## config.mk

```make
export PLATFORM = sky130hd
export DESIGN_NAME = instr_fetch
export DESIGN_NICKNAME = d
export VERILOG_FILES = /design/src/rtl/instr_fetch.sv
export SDC_FILE = /design/constraint.sdc
export NUM_CORES = 1
export LEC_CHECK = 0
export ABC_CLOCK_PERIOD_IN_PS = 8700
export CORE_ASPECT_RATIO = 1.75
export CORE_UTILIZATION = 30
export DETAILED_ROUTE_END_ITERATION = 10
export PLACE_DENSITY_LB_ADDON = 0.08
export SLEW_MARGIN = 10
export SYNTH_ARGS = -nofsm -noshare
export SYNTH_HDL_FRONTEND = slang
export SYNTH_SLANG_ARGS = --single-unit
```

## constraint.sdc

```tcl
create_clock -name clk -period 8.7 [get_ports clk]
set_clock_uncertainty 0.1 [all_clocks]
set_input_delay 1.305 -clock clk [delete_from_list [all_inputs] [get_ports clk]]
set_output_delay 1.305 -clock clk [all_outputs]
set_load 0.02 [all_outputs]
```

## src/rtl/instr_fetch.sv

```systemverilog
// Instruction fetch stage: request/handshake FSM with a one-entry skid buffer for stalls
// and deferred redirect handling while a request is still outstanding.
module instr_fetch #(
    parameter logic [31:0] RESET_PC = 32'h0000_0000
) (
    input  logic        clk,
    input  logic        rst,
    input  logic        stall,
    input  logic        redirect,
    input  logic [31:0] redirect_pc,
    output logic        imem_req,
    output logic [31:0] imem_addr,
    input  logic        imem_ready,
    input  logic [31:0] imem_rdata,
    output logic [5:0]  opcode_out,
    output logic [4:0]  rs_out,
    output logic [4:0]  rt_out,
    output logic [4:0]  rd_out,
    output logic [4:0]  shamt_out,
    output logic [5:0]  funct_out,
    output logic [15:0] immed_out,
    output logic [25:0] jumpoffset_out,
    output logic [31:0] pc_incr_out,
    output logic        instr_valid
);

    localparam logic [1:0] IDLE = 2'd0;
    localparam logic [1:0] REQ  = 2'd1;
    localparam logic [1:0] FULL = 2'd2;

    logic [1:0]  state_q, state_d;
    logic [31:0] pc_q, pc_d;
    logic [31:0] instr_q, instr_d;
    logic [31:0] pc_incr_q, pc_incr_d;
    logic        valid_q, valid_d;
    logic [31:0] skid_word_q, skid_word_d;
    logic [31:0] skid_pc4_q, skid_pc4_d;
    logic [31:0] target_q, target_d;
    logic        discard_q, discard_d;
    logic [31:0] pc_plus4;

    assign pc_plus4 = pc_q + 32'd4;

    always_comb begin
        state_d     = state_q;
        pc_d        = pc_q;
        instr_d     = instr_q;
        pc_incr_d   = pc_incr_q;
        valid_d     = valid_q;
        skid_word_d = skid_word_q;
        skid_pc4_d  = skid_pc4_q;
        target_d    = target_q;
        discard_d   = discard_q;
        case (state_q)
            IDLE: begin
                state_d = REQ;
                if (redirect) pc_d = redirect_pc;
            end
            REQ: begin
                if (redirect) begin
                    valid_d = 1'b0;
                    if (imem_ready) begin
                        pc_d      = redirect_pc;
                        discard_d = 1'b0;
                    end else begin
                        // Address must stay stable, so remember the target until completion.
                        target_d  = redirect_pc;
                        discard_d = 1'b1;
                    end
                end else if (discard_q) begin
                    valid_d = 1'b0;
                    if (imem_ready) begin
                        pc_d      = target_q;
                        discard_d = 1'b0;
                    end
                end else if (imem_ready) begin
                    pc_d = pc_plus4;
                    if (stall) begin
                        skid_word_d = imem_rdata;
                        skid_pc4_d  = pc_plus4;
                        state_d     = FULL;
                    end else begin
                        instr_d   = imem_rdata;
                        pc_incr_d = pc_plus4;
                        valid_d   = 1'b1;
                    end
                end else if (!stall) begin
                    valid_d = 1'b0;
                end
            end
            FULL: begin
                if (redirect) begin
                    valid_d = 1'b0;
                    pc_d    = redirect_pc;
                    state_d = REQ;
                end else if (!stall) begin
                    instr_d   = skid_word_q;
                    pc_incr_d = skid_pc4_q;
                    valid_d   = 1'b1;
                    state_d   = REQ;
                end
            end
            default: state_d = IDLE;
        endcase
    end

    always_ff @(posedge clk or posedge rst) begin
        if (rst) begin
            state_q     <= IDLE;
            pc_q        <= RESET_PC;
            instr_q     <= 32'd0;
            pc_incr_q   <= 32'd0;
            valid_q     <= 1'b0;
            skid_word_q <= 32'd0;
            skid_pc4_q  <= 32'd0;
            target_q    <= 32'd0;
            discard_q   <= 1'b0;
        end else begin
            state_q     <= state_d;
            pc_q        <= pc_d;
            instr_q     <= instr_d;
            pc_incr_q   <= pc_incr_d;
            valid_q     <= valid_d;
            skid_word_q <= skid_word_d;
            skid_pc4_q  <= skid_pc4_d;
            target_q    <= target_d;
            discard_q   <= discard_d;
        end
    end

    assign imem_req       = (state_q == REQ);
    assign imem_addr      = pc_q;
    assign opcode_out     = instr_q[31:26];
    assign rs_out         = instr_q[25:21];
    assign rt_out         = instr_q[20:16];
    assign rd_out         = instr_q[15:11];
    assign shamt_out      = instr_q[10:6];
    assign funct_out      = instr_q[5:0];
    assign immed_out      = instr_q[15:0];
    assign jumpoffset_out = instr_q[25:0];
    assign pc_incr_out    = pc_incr_q;
    assign instr_valid    = valid_q;

endmodule

```

==> results of run 1 <==
==> cell usage in the layout (no fill, tap or decap), types with 7 or more instances in the layout <==
| cell | n |
|---|---|
| nand4_1 | 7 |
| mux2i_1 | 47 |
| a31oi_1 | 10 |
| clkdlybuf4s50_1 | 208 |
| inv_1 | 18 |
| a21oi_1 | 46 |
| mux2_2 | 76 |
| xor2_1 | 15 |
| dfrtp_1 | 196 |
| clkbuf_16 | 17 |
| buf_4 | 11 |
| o22ai_1 | 10 |
| nand3_1 | 43 |
| nand2_1 | 122 |
| nor3_1 | 11 |
| and3_1 | 11 |
| o211ai_1 | 12 |
| o21ai_0 | 95 |
| nor2_1 | 32 |
==> power by group through the flow <==
stage / clock, mW / combinational (mW) / sequential, mW
after floorplan: 0 / 1.26 / 1.86
after global placement: 0 / 2.26 / 1.71
after detailed placement: 0 / 2.28 / 1.73
after CTS: 0.802 / 2.29 / 1.71
after global routing: 0.833 / 2.47 / 1.77
final: 0.764 / 2.25 / 1.70
==> logic make-up after synthesis <==
kind of cell,after synthesis,synth area share
buffers and inverters,126,0.0696
xor gates and xnor gates,21,0.0191
muxes,124,0.139
and+or+nand+nor,259,0.132
DFF,196,0.509
AOI/OAI and AO/OA,207,0.125
adders and majority gates,5,0.00650
==> per-layer routing <==
layer  up-vias  part of all wire  GRT usage
met5         -                 0          0
met4         0             0.018     0.0569
met3        21             0.038     0.0316
met2       192              0.51      0.283
met1      3557              0.43      0.207
li1       3514                 -          -
==> flip-flops by register name, indices dropped and copies added, names as in the netlist <==
| name | count |
|---|---|
| pc_incr_out | 32 |
| skid_word_q | 32 |
| skid_pc4_q | 32 |
| instr_q | 32 |
| imem_addr | 32 |
| instr_valid | 1 |
| state_q | 2 |
| discard_q | 1 |
| target_q | 32 |
==> worst min path at each step <==
stage	from	end	slack (ns)
after floorplan	skid_pc4_q[20]	skid_pc4_q[20]	0.34
after global placement	skid_pc4_q[20]	skid_pc4_q[20]	0.36
after detailed placement	skid_pc4_q[25]	skid_pc4_q[25]	0.37
after CTS	skid_pc4_q[25]	skid_pc4_q[25]	0.38
after global routing	skid_pc4_q[15]	skid_pc4_q[15]	0.40
final	pc_incr_out[20]	pc_incr_out[20]	0.37
==> cell usage after synthesis (15+ instances only) <==
cell type,instances
dfrtp_1,196
nand2_1,122
o21ai_0,95
mux2_2,76
mux2i_1,47
a21oi_1,46
buf_4,45
nand3_1,44
clkbuf_1,36
nor2_1,32
inv_1,19
xor2_1,15
==> cell type report <==
cell class              count  share of cell area
clock inverters            13             0.00895
multi-input cells         616               0.334
inverters                  19             0.00641
flip-flops and latches    196               0.399
well taps                 396              0.0403
repair buffers            219               0.176
clock buffers              18              0.0357
==> worst register-to-register path, delay by kind of cell, from the launching register on <==
kind | cells | cell delay [ns]
AOI/OAI and AO/OA | 3 | 0.74
and+or+nand+nor | 2 | 1.03
adders and majority gates | 1 | 0.28
DFF | 1 | 0.57
==> results.json, run 1 <==
{
  "synth.largest_area_cell": "dfrtp_1",
  "track_usage": 0.166,
  "dieHeight_um": 239,
  "pin_count": 209,
  "synth-seq-area-share": 0.509,
  "clock_latency_ns": 0.45,
  "r2r_cells": 6,
  "whs_ns": 0.374,
  "syn_avg_cell_area_um2": 10.3,
  "die_w_um": 137,
  "grt_pass1_wl_mm": 41.1,
  "yosysUniqueCellTypes": 55,
  "crit_required_ns": 7.30,
  "post_cts_buffers": 0,
  "final_max_slew_viol_count": 0,
  "netlist_area_um2": 9630,
  "critPathSlowestCell": "clkdlybuf4s50_1",
  "syn_nets": 1012,
  "root_buffer": "clkbuf_16",
  "setup_slack_ns": 5.17,
  "placed_area_um2": 11700,
  "htree_levels": 4,
  "cts.path.max_buffers": 2,
  "maxCapViolCount": 0,
  "synth_flop_cell": "dfrtp_1",
  "worst_slew_pin_slew_ns": 1.01,
  "clkTransAtPathRegs_ns": 0.07,
  "ir_drop_v": 0.000153,
  "dp_hpwl_mm": 18.1,
  "setup_violations": 0,
  "coreArea_um2": 31500,
  "finalPower_mw": 4.72,
  "status": "finished clean",
  "worst-path-stages": 3,
  "cts_resized": 0,
  "power.internal_mw": 2.78,
  "ant_nets": 0,
  "fin_util": 0.390,
  "dr.pass1.iters": 5,
  "final_cells": 1477,
  "numPortBuffers": 208,
  "layout_min_cycle_time_ns": 3.53,
  "reg2reg_slack_ns": 5.82,
  "yosys_warnings": 0,
  "endpoint": "imem_req",
  "avgViaCountPerCell": 4.93,
  "seq_power_share": 0.361,
  "grt_pass1_vias": 7131,
  "swShare": 0.410,
  "grt_antenna_before_repair": 0,
  "path_class": "reg -> out",
  "timing.rr.start": "imem_addr[2]",
  "period_share": 0.405,
  "clockPowerShare": 0.162,
  "cp.buffers_inverters": 2,
  "route.detailed.drc": 0,
  "seq_area_um2": 4900,
  "final_hold_viol_count": 0,
  "syn2layout_area_growth_pct": 27.7,
  "wl_mm": 26.1,
  "arrival_ns": 2.12,
  "async_reset_ff_frac": 1.00,
  "diodes": 0,
  "timing.fmax_mhz": 284,
  "synth-seq-cells": 196,
  "synth.area.top_cells": "dfrtp_1 (51%), mux2_2 (8.9%), o21ai_0 (4.9%), mux2i_1 (4.9%), nand2_1 (4.8%)",
  "placementRows": 86,
  "p_sw_mw": 1.93,
  "relSlewSlack": 0.328,
  "start_kind": "flip-flop",
  "dr.first_iter.drc_count": 343,
  "cts_tree": "done",
  "vias": 7284,
  "multi_input_area_um2": 4100,
  "place_inst": 1446,
  "die_area_um2": 32900,
  "rsz0062_at_grt": "false",
  "path_delay_family": "buffers and inverters",
  "place_ws_ns": 4.86,
  "hold_buffers": 0,
  "gp_congestion": 0.753,
  "crit_start": "state_q[1]",
  "min_path_cells": 2,
  "slowest_delay_ns": 0.71,
  "r2r_end": "pc_incr_out[20]",
  "comb_power_share": 0.477,
  "synth_edf_count": 0,
  "wl_per_cell_um": 17.7,
  "design_area_um2": 12300,
  "cellPowerDensity_nw_per_um2": 384,
  "crit_path_end_kind": "primary output",
  "worstPathCellList": "inv_1 > ha_1 > clkdlybuf4s50_1",
  "yosysTopAreaCellShare": 0.509,
  "worst_hold_path_type": "reg -> reg",
  "cts_buffers": 17,
  "power_leakage_nw": 5.10,
  "final_nets": 1143,
  "synth_cells": 938,
  "grt-ovfl-total": 0,
  "setup_tns_ns": 0,
  "cts_sinks": 196,
  "initial_utilization": 0.305,
  "path_max_fanout": 10,
  "fillCellCount": 3146,
  "grt_max_degree": 106,
  "drive_gt1_frac": 0.126
}
Power figures use the tool's default switching activity.
==> run 2, diff against run 1 <==
- ABC_CLOCK_PERIOD_IN_PS: 8700 -> 3480
- clock period: 8.7 -> 3.48 ns (I/O delays scaled with it)
==> results.json, run 2 (synthesis gave the netlist of run 1 again) <==
{
  "status": "finished clean",
  "crit_path_end_kind": "primary output",
  "fillCellCount": 3153,
  "seq_area_um2": 4900,
  "timing.rr.start": "imem_addr[2]",
  "final_nets": 1151,
  "ir_drop_v": 0.000499,
  "power_leakage_nw": 5.15,
  "grt-ovfl-total": 0,
  "die_w_um": 137,
  "route.detailed.drc": 0,
  "dr.first_iter.drc_count": 291,
  "start_kind": "flip-flop",
  "finalPower_mw": 11.9,
  "worst_hold_path_type": "in -> async",
  "clkTransAtPathRegs_ns": 0.07,
  "setup_slack_ns": 0.740,
  "layout_min_cycle_time_ns": 2.74,
  "initial_utilization": 0.305,
  "crit_required_ns": 2.86,
  "cts_resized": 0,
  "multi_input_area_um2": 4100,
  "grt_pass1_wl_mm": 41.8,
  "cts.path.max_buffers": 2,
  "cellPowerDensity_nw_per_um2": 956,
  "dieHeight_um": 239,
  "pin_count": 209,
  "place_ws_ns": 0.605,
  "path_max_fanout": 10,
  "placementRows": 86,
  "vias": 7149,
  "final_cell_mix": "clkdlybuf4s50_1 (208), dfrtp_1 (196), nand2_1 (122)",
  "drive_gt1_frac": 0.131,
  "timing.fmax_mhz": 365,
  "whs_ns": 0.286,
  "die_area_um2": 32900,
  "setup_tns_ns": 0,
  "numPortBuffers": 208,
  "root_buffer": "clkbuf_16",
  "track_usage": 0.170,
  "coreArea_um2": 31500,
  "grt_max_degree": 113,
  "avgViaCountPerCell": 4.81,
  "ant_nets": 0,
  "post_cts_buffers": 0,
  "htree_levels": 4,
  "design_area_um2": 12400,
  "cts_buffers": 17,
  "dp_hpwl_mm": 18.3,
  "r2r_cells": 5,
  "reg2reg_slack_ns": 0.84,
  "arrival_ns": 2.12,
  "wl_mm": 26.3,
  "hold_buffers": 0,
  "placed_area_um2": 11800,
  "r2r_end": "pc_incr_out[29]",
  "clock_latency_ns": 0.45,
  "wl_per_cell_um": 17.7,
  "grt_antenna_before_repair": 0,
  "rsz0062_at_grt": "false",
  "period_share": 0.787,
  "cts_tree": "done",
  "final_max_slew_viol_count": 0,
  "setup_violations": 0,
  "maxCapViolCount": 0,
  "fin_util": 0.393,
  "final_cells": 1486,
  "gp_congestion": 0.788,
  "final_hold_viol_count": 0,
  "worst_slew_pin_slew_ns": 1.03,
  "layout_commonest_cell": "clkdlybuf4s50_1",
  "place_inst": 1454,
  "path_class": "reg -> out",
  "grt_pass1_vias": 7120,
  "dr.pass1.iters": 4,
  "cts_sinks": 196,
  "relSlewSlack": 0.315,
  "syn2layout_area_growth_pct": 28.7
}
## run 2: cell count changes in the layout (fill, tap and decap cells not counted)
cell        before  now
clkbuf_8         1    3
inv_6            2    0
clkinvlp_4       2    1
clkinv_2         6    7
clkbuf_1         0    1
buf_12           0    3
buf_4           11   16
diode_2          0    1
inv_8            1    0
## run 2: power by group
part	leakage, nW	switching, mW	internal [mW]
sequential	2.42	0.865	3.37
clock	0.282	0.888	1.03
combinational	2.45	3.06	2.64
## run 2: worst max path at each step
stage	startpoint	end	slack (ns)	depth (start not counted)
2_1_floorplan	rst	discard_q	0.33	1
3_3_place_gp	imem_ready	pc_incr_out[31]	0.61	6
3_5_place_dp	imem_ready	pc_incr_out[2]	0.60	6
4_1_cts	state_q[1]	imem_req	0.67	3
5_1_grt	state_q[1]	imem_req	0.60	3
6_report	state_q[1]	imem_req	0.74	3
## run 2: critical path, stage by stage (launching register included)
cell	delay, ns
dfrtp_1	0.43
inv_1	0.12
ha_1	0.39
clkdlybuf4s50_1	0.73
## run 2: cell type report
| type | instances | area share |
|---|---|---|
| antenna | 1 | 0.000202 |
| sequential | 196 | 0.396 |
| tap | 396 | 0.0400 |
| multi-input combinational | 616 | 0.331 |
| clock inverter | 10 | 0.00666 |
| inverter | 19 | 0.00606 |
| clock buffer | 21 | 0.0380 |
| timing repair buffer | 227 | 0.182 |
## run 2: layer usage
| metal | GRT usage | vias up | wire length, um |
|---|---|---|---|
| li1 | - | 3531 | - |
| met1 | 0.214 | 3448 | 11500 |
| met2 | 0.292 | 154 | 13500 |
| met3 | 0.0303 | 16 | 848 |
| met4 | 0.0490 | 0 | 327 |
| met5 | 0 | - | 0 |
==> run 3, diff against run 2 <==
- ABC_CLOCK_PERIOD_IN_PS: 3480 -> 2200
- clock period: 3.48 -> 2.2 ns (I/O delays scaled with it)
==> results.json, run 3 (synthesis gave the netlist of run 1 again) <==
{
  "root_buffer": "clkbuf_16",
  "ir_drop_v": 0.000612,
  "pin_count": 209,
  "grt_max_degree": 68,
  "reg2reg_slack_ns": 0.09,
  "dr.first_iter.drc_count": 238,
  "cts_sinks": 196,
  "fin_util": 0.416,
  "die_w_um": 137,
  "ant_nets": 0,
  "hold_buffers": 0,
  "final_cell_mix": "clkdlybuf4s50_1 (207), dfrtp_1 (196), nand2_1 (121)",
  "worst_slew_pin_slew_ns": 0.551,
  "clock_latency_ns": 0.46,
  "rsz0062_at_grt": "true",
  "grt-ovfl-total": 0,
  "cts_buffers": 17,
  "whs_ns": 0.190,
  "multi_input_area_um2": 4160,
  "gp_congestion": 0.786,
  "power.internal_mw": 12.0,
  "comb_power_share": 0.499,
  "grt_pass1_wl_mm": 42.2,
  "layout_commonest_cell": "clkdlybuf4s50_1",
  "placementRows": 86,
  "finalPower_mw": 19.8,
  "clockPowerShare": 0.173,
  "numPortBuffers": 208,
  "wl_mm": 27.3,
  "vias": 7421,
  "status": "finished clean",
  "path_class": "reg -> reg",
  "track_usage": 0.173,
  "grt_pass1_vias": 7290,
  "final_nets": 1209,
  "setup_violations": 0,
  "clkTransAtPathRegs_ns": 0.07,
  "seq_power_share": 0.328,
  "timing.fmax_mhz": 474,
  "place_inst": 1509,
  "swShare": 0.396,
  "grt_antenna_before_repair": 0,
  "layout_min_cycle_time_ns": 2.11,
  "syn2layout_area_growth_pct": 36.3,
  "htree_levels": 4,
  "p_sw_mw": 7.85,
  "dr.pass1.iters": 4,
  "route.detailed.drc": 0,
  "crit_path_end_kind": "flip-flop",
  "fillCellCount": 3118,
  "power_leakage_nw": 5.53,
  "avgViaCountPerCell": 4.81,
  "dp_hpwl_mm": 20.0,
  "crit_required_ns": 2.48,
  "final_cells": 1544,
  "path_max_fanout": 15,
  "cts.path.max_buffers": 2,
  "wl_per_cell_um": 17.7,
  "final_max_slew_viol_count": 0,
  "cellPowerDensity_nw_per_um2": 1510,
  "diodes": 0,
  "worst_hold_path_type": "in -> async",
  "initial_utilization": 0.305,
  "coreArea_um2": 31500,
  "period_share": 0.959,
  "drive_gt1_frac": 0.186,
  "start_kind": "flip-flop",
  "dieHeight_um": 239,
  "final_hold_viol_count": 0,
  "arrival_ns": 2.39,
  "seq_area_um2": 4900,
  "relSlewSlack": 0.632,
  "die_area_um2": 32900,
  "cts_tree": "done",
  "maxCapViolCount": 0
}
-- run 3: cell count changes in the layout (fill, tap and decap cells not counted), moves of 2 or more --
cell        delta
buf_4         +45
xor2_2         +3
clkinvlp_4     +3
xor2_1         -3
inv_6          +2
buf_12        +13
nor2_1         -2
clkinv_4       -2
clkinv_2       -4
nor2_2         +2
bufinv_16      +3
-- run 3: layout make-up --
type                            instances  area share
Sequential cell                       196       0.374
Inverter                               19     0.00572
Tap cell                              396      0.0377
Clock buffer                           20      0.0348
Multi-Input combinational cell        616       0.317
Clock inverter                         12      0.0133
Timing Repair Buffer                  285       0.218
-- run 3: worst max-delay path: stages, from the launching register on --
cell,delay [ns]
dfrtp_1,0.41
inv_1,0.11
ha_1,0.26
nor3_2,0.37
nand2b_1,0.16
buf_12,0.18
o311a_1,0.29
o22ai_1,0.15
-- run 3: power groups by stage --
stage	registers (mW)	logic (mW)	clock network, mW
2_1_floorplan	7.36	4.99	0
3_3_place_gp	6.55	9.84	0
3_5_place_dp	6.61	9.93	0
4_1_cts	6.54	9.96	3.55
5_1_grt	6.77	10.8	3.68
6_report	6.51	9.89	3.43
-- run 3: through the flow --
stage	TNS [ns]	instance area [um^2]	worst slack (ns)
floorplan	-149.43	9640	-0.762
global placement	-0.554	12400	-0.0565
detailed placement	-0.261	12400	-0.0461
CTS	0	13100	0.0117
global route	-0.0496	13100	-0.0228
finish	0	13100	0.0899
-- run 3: final timing paths --
kind,startpoint,end,depth (start not counted)
min in group clk,skid_pc4_q[26],skid_pc4_q[26],2
max in group asynchronous,rst,imem_addr[31],3
worst min-delay path,rst,instr_q[28],2
worst min register to register,skid_pc4_q[26],skid_pc4_q[26],2
worst max-delay path,state_q[0],imem_addr[21],7
worst max register to register,state_q[0],imem_addr[21],7
-- run 3: per-layer routing --
| layer | GRT usage | vias to the layer above | wire length (um) | part of all wire |
|---|---|---|---|---|
| met4 | 0.0643 | 0 | 495 | 0.018 |
| met1 | 0.209 | 3588 | 11500 | 0.42 |
| met3 | 0.0254 | 24 | 820 | 0.030 |
| met5 | 0 | - | 0 | 0 |
| met2 | 0.305 | 161 | 14500 | 0.53 |
| li1 | - | 3648 | - | - |
-- run 3: timing repair --
| action | CTS | global route |
|---|---|---|
| pin swaps | 0 | 1 |
| endpoints found under the setup margin | 1 | 19 |
| setup buffers | 0 | 3 |
| resized for setup | 3 | 11 |
